<file path="src/rtl/mult_acc_stage.sv">
// Accumulates 16-bit approximate-multiplier products into a per-frame sum and
// hands the finished sum, beat count and saturation flag on under valid/ready.
module mult_acc_stage #(
    parameter int ACC_W = 24,
    parameter int CNT_W = 16
) (
    input  logic             clk,
    input  logic             rst,
    input  logic             in_valid,
    output logic             in_ready,
    input  logic [15:0]      prod,
    input  logic             in_last,
    output logic             out_valid,
    input  logic             out_ready,
    output logic [ACC_W-1:0] acc_out,
    output logic [CNT_W-1:0] out_count,
    output logic             out_sat
);

    typedef enum logic {
        ST_ACC = 1'b0,
        ST_OUT = 1'b1
    } state_t;

    state_t r_state;
    state_t w_stateNext;

    logic [ACC_W-1:0] r_acc;
    logic [CNT_W-1:0] r_count;
    logic             r_sat;

    logic             w_accept;
    logic             w_release;
    logic [ACC_W:0]   w_sumWide;
    logic             w_accOvf;
    logic             w_cntMax;
    logic [ACC_W-1:0] w_accNext;
    logic [CNT_W-1:0] w_cntNext;

    always_ff @(posedge clk) begin
        if (rst) begin
            r_state <= ST_ACC;
        end else begin
            r_state <= w_stateNext;
        end
    end

    always_comb begin
        w_stateNext = r_state;
        in_ready    = 1'b0;
        out_valid   = 1'b0;
        w_accept    = 1'b0;
        w_release   = 1'b0;
        case (r_state)
            ST_ACC: begin
                in_ready = !rst;
                w_accept = in_valid && !rst;
                if (w_accept && in_last) begin
                    w_stateNext = ST_OUT;
                end
            end
            ST_OUT: begin
                out_valid = !rst;
                w_release = out_ready && !rst;
                if (w_release) begin
                    w_stateNext = ST_ACC;
                end
            end
            default: begin
                w_stateNext = ST_ACC;
            end
        endcase
    end

    // One extra bit of headroom exposes the carry that signals accumulator overflow.
    assign w_sumWide = {1'b0, r_acc} + {{(ACC_W - 15){1'b0}}, prod};
    assign w_accOvf  = w_sumWide[ACC_W];
    assign w_cntMax  = &r_count;
    assign w_accNext = w_accOvf ? {ACC_W{1'b1}} : w_sumWide[ACC_W-1:0];
    assign w_cntNext = w_cntMax ? r_count : r_count + {{(CNT_W - 1){1'b0}}, 1'b1};

    always_ff @(posedge clk) begin
        if (rst) begin
            r_acc   <= '0;
            r_count <= '0;
            r_sat   <= 1'b0;
        end else if (w_accept) begin
            r_acc   <= w_accNext;
            r_count <= w_cntNext;
            r_sat   <= r_sat | w_accOvf | w_cntMax;
        end else if (w_release) begin
            r_acc   <= '0;
            r_count <= '0;
            r_sat   <= 1'b0;
        end
    end

    assign acc_out   = r_acc;
    assign out_count = r_count;
    assign out_sat   = r_sat;

endmodule
</file>
<file path="config.mk">
export PLATFORM = sky130hd
export DESIGN_NAME = mult_acc_stage
export DESIGN_NICKNAME = d
export VERILOG_FILES = /design/src/rtl/mult_acc_stage.sv
export SDC_FILE = /design/constraint.sdc
export NUM_CORES = 1
export LEC_CHECK = 0
export ABC_AREA = 1
export CORE_MARGIN = 2
export CORE_UTILIZATION = 58
export DETAILED_ROUTE_END_ITERATION = 10
export GPL_ROUTABILITY_DRIVEN = 0
export GPL_TIMING_DRIVEN = 0
export HOLD_SLACK_MARGIN = 0.02
export PLACE_DENSITY = 0.87
export REMOVE_ABC_BUFFERS = 1
export SYNTH_ARGS = -nofsm -noshare
export SYNTH_HDL_FRONTEND = slang
export SYNTH_SLANG_ARGS = --single-unit
export TNS_END_PERCENT = 5
</file>
<file path="constraint.sdc">
create_clock -name clk -period 5.5 [get_ports clk]
set_input_delay 1.1 -clock clk [delete_from_list [all_inputs] [get_ports clk]]
set_output_delay 1.1 -clock clk [all_outputs]
set_load 0.02 [all_outputs]
</file>
==> metrics, run 1 <==
run status complete, no violations; Final #Nets 680; top cells by instance count after synthesis 209 x nand2_1, 85 x inv_1, 53 x nor2_1; CTS tree done; share of the synthesized area in the top cell type 0.241; critical path's largest stage delay 0.65 ns; row count 28; Final min period 3.60 ns; Antenna Cells 0; Vias 3787; pre-CTS WS 1.82 ns; cts hold-fix bufs 0; setup violators final 0; clk sinks 42; flop-to-flop setup slack 3.09 ns; vias per cell 5.28; post-synth cell types 36; maximum root-to-sink buffer count 2; Worst-path clk slew 0.09 ns; CP required 4.40 ns; ys async rst share 0; RSZ-0062 raised after global routing no; initial antenna violation count 0; syn_area_per_cell 5.97 um^2; Worst-Skew Late Latency 0.31 ns; TritonCTS buffer count 5; die area 0.00664 mm^2; biggest area consumer among synthesized cells dfxtp_1; DRT Pass-1 Iters 5; Max Slew Vio Count 0; yosys warns 0; count of state elements after synthesis 42; critical path launch point type primary input; critical path's slowest cell buf_2; routed length per instance 12.7 um; Max VDD drop 0.112 mV; cells along the critical path buf_2, nor2_1, clkdlybuf4s50_1; P&R area growth vs syn 21.4%; Reg2Reg Launch Point out_count[0]; pwr dens 175 mW/mm^2; relative slew slack 0.304; Die Span X 81.5 um; vias in the first global route 3583; Global Route Usage Sum 0.290; hold depth 2; Final period util 0.655; Crit Path Max Fanout 39; Hold Path Sink acc_out[13]; Core ar. 0.00585 mm^2; Die Y-Extent 81.5 um; final core occ 0.723; cell with the most instances after synthesis nand2_1; reg2reg path depth 8; hold_sp acc_out[13]; Synth area leaders dfxtp_1 24%, nand2_1 23%, inv_1 9.2%; post-route setup slack 1.90 ns; crit end category output pin; Post-synth EDFFs 0; Final Hold Viols 0; PostCTS Resize Cnt 0; Worst Skew 0.0101 ns; leakage power 1.94 nW; htree depth 2; root buf cell clkbuf_8; layout cells sized above 1 0.0763; DRC violations left 0; total grt overflow 0; Reg-to-Reg End out_count[6]; Initial Util 0.595; Worst Hold Class reg2reg; Setup TNS Final 0 ns; Syn Std Cell Area 0.00348 mm^2; slew at the pin with the worst max-slew slack 1.04 ns; Setup Buffers After CTS 0; DR iter-0 viols 260; largest net degree at the start of global routing 40; Post-Syn Instances 583; DRT antenna net count 0; IO Count 64; Worst EP arrival 2.50 ns; Final HPWL DP 6730 um; IO Port Bufs 63; Highest Clock Rate 278 MHz; sequential fraction of the synthesis area 0.241; ys flop type dfxtp_1; max cap viols 0; critical path class in2out; first-pass GRT wire length 15300 um; Post-Route WL 9080 um
logic make-up (layout without fill, tap and decap cells):
| logic type | Yosys count | count (layout) | share of synthesized area |
|---|---|---|---|
| adder cells (fa/ha/maj) | 18 | 18 | 0.0668 |
| XOR/XNOR | 14 | 14 | 0.0352 |
| flip-flops | 42 | 42 | 0.241 |
| buffers and inverters | 98 | 157 | 0.113 |
| AO/OA/AOI/OAI | 60 | 60 | 0.102 |
| AND/OR/NAND/NOR | 351 | 351 | 0.442 |
placed cells by master (no fill, tap or decap), types with 3 or more instances in the layout:
| master | instances |
|---|---|
| o21ai_0 | 4 |
| inv_1 | 85 |
| nand2_1 | 209 |
| nor2_1 | 53 |
| nand3_2 | 7 |
| nand2_2 | 12 |
| xnor2_1 | 8 |
| nor3_1 | 8 |
| ha_1 | 17 |
| o21ai_1 | 3 |
| nand3_1 | 39 |
| a21oi_1 | 37 |
| or2_2 | 3 |
| nand4_1 | 9 |
| dfxtp_1 | 42 |
| a21oi_2 | 9 |
| clkbuf_8 | 6 |
| clkdlybuf4s50_1 | 62 |
| xor2_1 | 6 |
per-stage QoR:
step / area [um^2] / power, W / hold WS, ns / std cells
3_5_place_dp: 4130 / 0.000520 / 0.463 / 709
6_report: 4230 / 0.000740 / 0.488 / 717
3_3_place_gp: 4140 / 0.000516 / 0.464 / 709
2_1_floorplan: 3410 / 0.000453 / 0.458 / 571
4_1_cts: 4230 / 0.000739 / 0.484 / 717
5_1_grt: 4230 / 0.000779 / 0.517 / 717
cell type report:
cell class | instances | area, um^2
Clock inverter | 2 | 12.5
Fill cell | 519 | 1620
Multi-Input combinational cell | 443 | 2250
Inverter | 86 | 323
Tap cell | 75 | 93.8
Timing Repair Buffer | 63 | 626
Clock buffer | 6 | 82.6
Sequential cell | 42 | 841
sequential cells by signal, summed over array words and instances, names as in the netlist:
name       count
out_count     16
r_state        1
out_sat        1
acc_out       24
routing by layer:
| layer | vias up | track usage | part of all wire |
|---|---|---|---|
| met2 | 91 | 0.536 | 0.50 |
| li1 | 1942 | - | - |
| met1 | 1736 | 0.341 | 0.43 |
| met4 | 0 | 0.117 | 0.020 |
| met3 | 18 | 0.0275 | 0.043 |
| met5 | - | 0 | 0 |
power breakdown:
part / internal, W / switching (W)
combinational: 0.0000768 / 0.000118
clock: 0.000101 / 0.000124
sequential: 0.000313 / 0.00000761
total: 0.000491 / 0.000249
worst max path at each step:
stage | start | to
after floorplan | rst | out_count[9]
after global placement | rst | out_count[9]
after detailed placement | rst | out_count[9]
after CTS | rst | out_valid
after global routing | rst | out_valid
final | rst | out_valid
worst max-delay path, delay by kind of cell:
kind / cells / cell delay [ns]
buf+inv: 2 / 1.23
simple gates: 1 / 0.15
Power figures use the tool's default switching activity.
==> run 2, diff against run 1 <==
- CORE_UTILIZATION: 58 -> 53
- PLACE_DENSITY: 0.87 -> 0.81
- clock period: 5.5 -> 3.75 ns (I/O delays scaled with it)
==> run 2 against run 1 <==
Net effect:
- clock skew fell by 0.0017 ns
- register-to-register slack lost 1.7 ns
- final cell count up 0.28%
- utilization decreased by 5.6 points
==> metrics, run 2 (same netlist as run 1, synthesis figures left out) <==
run status complete, no violations; clock share of power 0.303 (about the same); CP required 3.96 ns (-0.44 ns); slew at the pin with the worst max-slew slack 1.07 ns (+0.0295 ns); CTS tree done; Final min period 3.01 ns; switching share of power 0.334 (-0.00287); Setup TNS Final 0 ns (unchanged); relative slew slack 0.284 (-0.0197); reg2reg path depth 8 (unchanged); pwr dens 257 mW/mm^2 (+47%); Max VDD drop 0.197 mV (+76%); max reg flops 24 (unchanged); Core ar. 0.00635 mm^2 (+8.5%); Initial Util 0.549 (-0.0468); max cap viols 0 (unchanged); most frequent cells in the layout 209 x nand2_1, 85 x inv_1, 62 x clkdlybuf4s50_1; RSZ-0062 raised after global routing no; Critical Path Source rst; final core occ 0.666 (-0.0564); row count 29 (+3.6%); total grt overflow 0 (unchanged); Reg-to-Reg End out_count[9]; critical path's slowest cell inv_1; Vias 3819 (+0.84%); Final period util 0.802; Worst-path clk slew 0.09 ns (about the same); Worst-Skew Late Latency 0.30 ns (about the same); Reg2Reg Launch Point r_state; cts hold-fix bufs 0 (unchanged); IO Port Bufs 63 (unchanged); post-route setup slack 0.743 ns (-1.16 ns); clk sinks 42 (unchanged); Max Slew Vio Count 0 (unchanged); root buf cell clkbuf_8; flop-to-flop setup slack 1.36 ns (-1.73 ns); Final HPWL DP 6780 um (+0.73%); Final Hold Viols 0 (unchanged); Setup Buffers After CTS 0 (unchanged); most common cell after layout, fill and taps aside nand2_1; htree depth 2 (unchanged); Antenna Cells 0 (unchanged); placed cell area 0.00414 mm^2 (about the same); Worst Skew 0.00837 ns (-0.00171 ns); critical path launch point type primary input; combinational share of power 0.264 (about the same); TritonCTS buffer count 5 (unchanged); Die Y-Extent 85.1 um (+4.4%); die area 0.00724 mm^2 (+9.0%); setup violators final 0 (unchanged); vias per cell 5.31 (+0.56%); DRT Pass-1 Iters 5 (unchanged); critical path's largest stage delay 0.84 ns (+0.19 ns); power share of the sequential group 0.432 (about the same); largest net degree at the start of global routing 40 (unchanged); routed length per instance 12.7 um (+0.66%); cells along the critical path buf_2, nor2_1, nand2_1, inv_1, o21ai_1, nand2_2, nand3_1, o21ai_1, nor2_1; worst setup path endpoint out_count[9]; Internal Power 0.000724 W (+47%); cell area after layout 0.00423 mm^2 (about the same); initial antenna violation count 0 (unchanged); crit end category register; Global Route Usage Sum 0.261 (-0.0290); first-pass GRT wire length 15700 um (+3.0%); critical path class in2reg; Crit Path Max Fanout 39 (unchanged); leakage power 1.95 nW (about the same); Die Span X 85.1 um (+4.4%); P&R area growth vs syn 21.4% (about the same); DRT antenna net count 0 (unchanged); PostCTS Resize Cnt 0 (unchanged); DR iter-0 viols 251 (-3.5%); IO Count 64 (unchanged); worst slack on hold paths 0.489 ns (+0.000565 ns); Final #Nets 680 (unchanged); DRC violations left 0 (unchanged); vias in the first global route 3580 (-0.084%); pre-CTS WS 0.434 ns (-1.38 ns); Post-Route WL 9160 um (+0.94%); Worst EP arrival 3.21 ns (+0.71 ns); layout cells sized above 1 0.0748 (-0.00156); maximum root-to-sink buffer count 2 (unchanged); Highest Clock Rate 333 MHz; Net Switching 0.000362 W (+46%); Worst Hold Class reg2reg
-- run 2: changes by cell type in the layout (fill, tap and decap cells not counted) --
cell | previous run | this run
clkbuf_1 | 0 | 1
clkinv_2 | 1 | 0
clkinvlp_4 | 1 | 0
inv_6 | 0 | 1
-- run 2: how the worst min path moves through the flow --
stage	start	endpoint	slack (ns)	cells past startpoint
4_1_cts	out_sat	out_sat	0.48	2
3_3_place_gp	out_sat	out_sat	0.47	2
5_1_grt	acc_out[13]	acc_out[13]	0.51	2
6_report	acc_out[13]	acc_out[13]	0.49	2
3_5_place_dp	out_sat	out_sat	0.46	2
2_1_floorplan	r_state	r_state	0.46	2
-- run 2: per-stage QoR --
step / instances / total power [W]
6_report: 719 / 0.00109
5_1_grt: 719 / 0.00114
4_1_cts: 719 / 0.00109
3_5_place_dp: 711 / 0.000763
3_3_place_gp: 711 / 0.000759
2_1_floorplan: 571 / 0.000664
-- run 2: final cells by class --
cell class / count / area [um^2]
flip-flops and latches: 42 / 841
multi-input cells: 443 / 2250
fillers: 613 / 2120
clock buffers: 7 / 86.3
clock inverters: 1 / 8.76
repair buffers: 63 / 626
well taps: 77 / 96.3
inverters: 86 / 323
-- run 2: worst max-delay path, delay by kind of cell --
| family | cells | cell delay [ns] |
|---|---|---|
| buf+inv | 2 | 1.20 |
| simple gates | 5 | 0.85 |
| compound gates | 2 | 0.39 |
-- run 2: power by group through the flow --
stage	registers, W	logic [W]	clock network [W]
2_1_floorplan	0.000494	0.000171	0
3_3_place_gp	0.000480	0.000279	0
3_5_place_dp	0.000481	0.000283	0
4_1_cts	0.000470	0.000285	0.000336
5_1_grt	0.000472	0.000318	0.000354
6_report	0.000470	0.000287	0.000330
-- run 2: per-layer routing --
| layer | vias up | GRT usage | part of all wire |
|---|---|---|---|
| li1 | 1947 | - | - |
| met1 | 1723 | 0.341 | 0.46 |
| met2 | 137 | 0.449 | 0.47 |
| met3 | 12 | 0.0428 | 0.064 |
| met4 | 0 | 0.0649 | 0.012 |
| met5 | - | 0 | 0 |
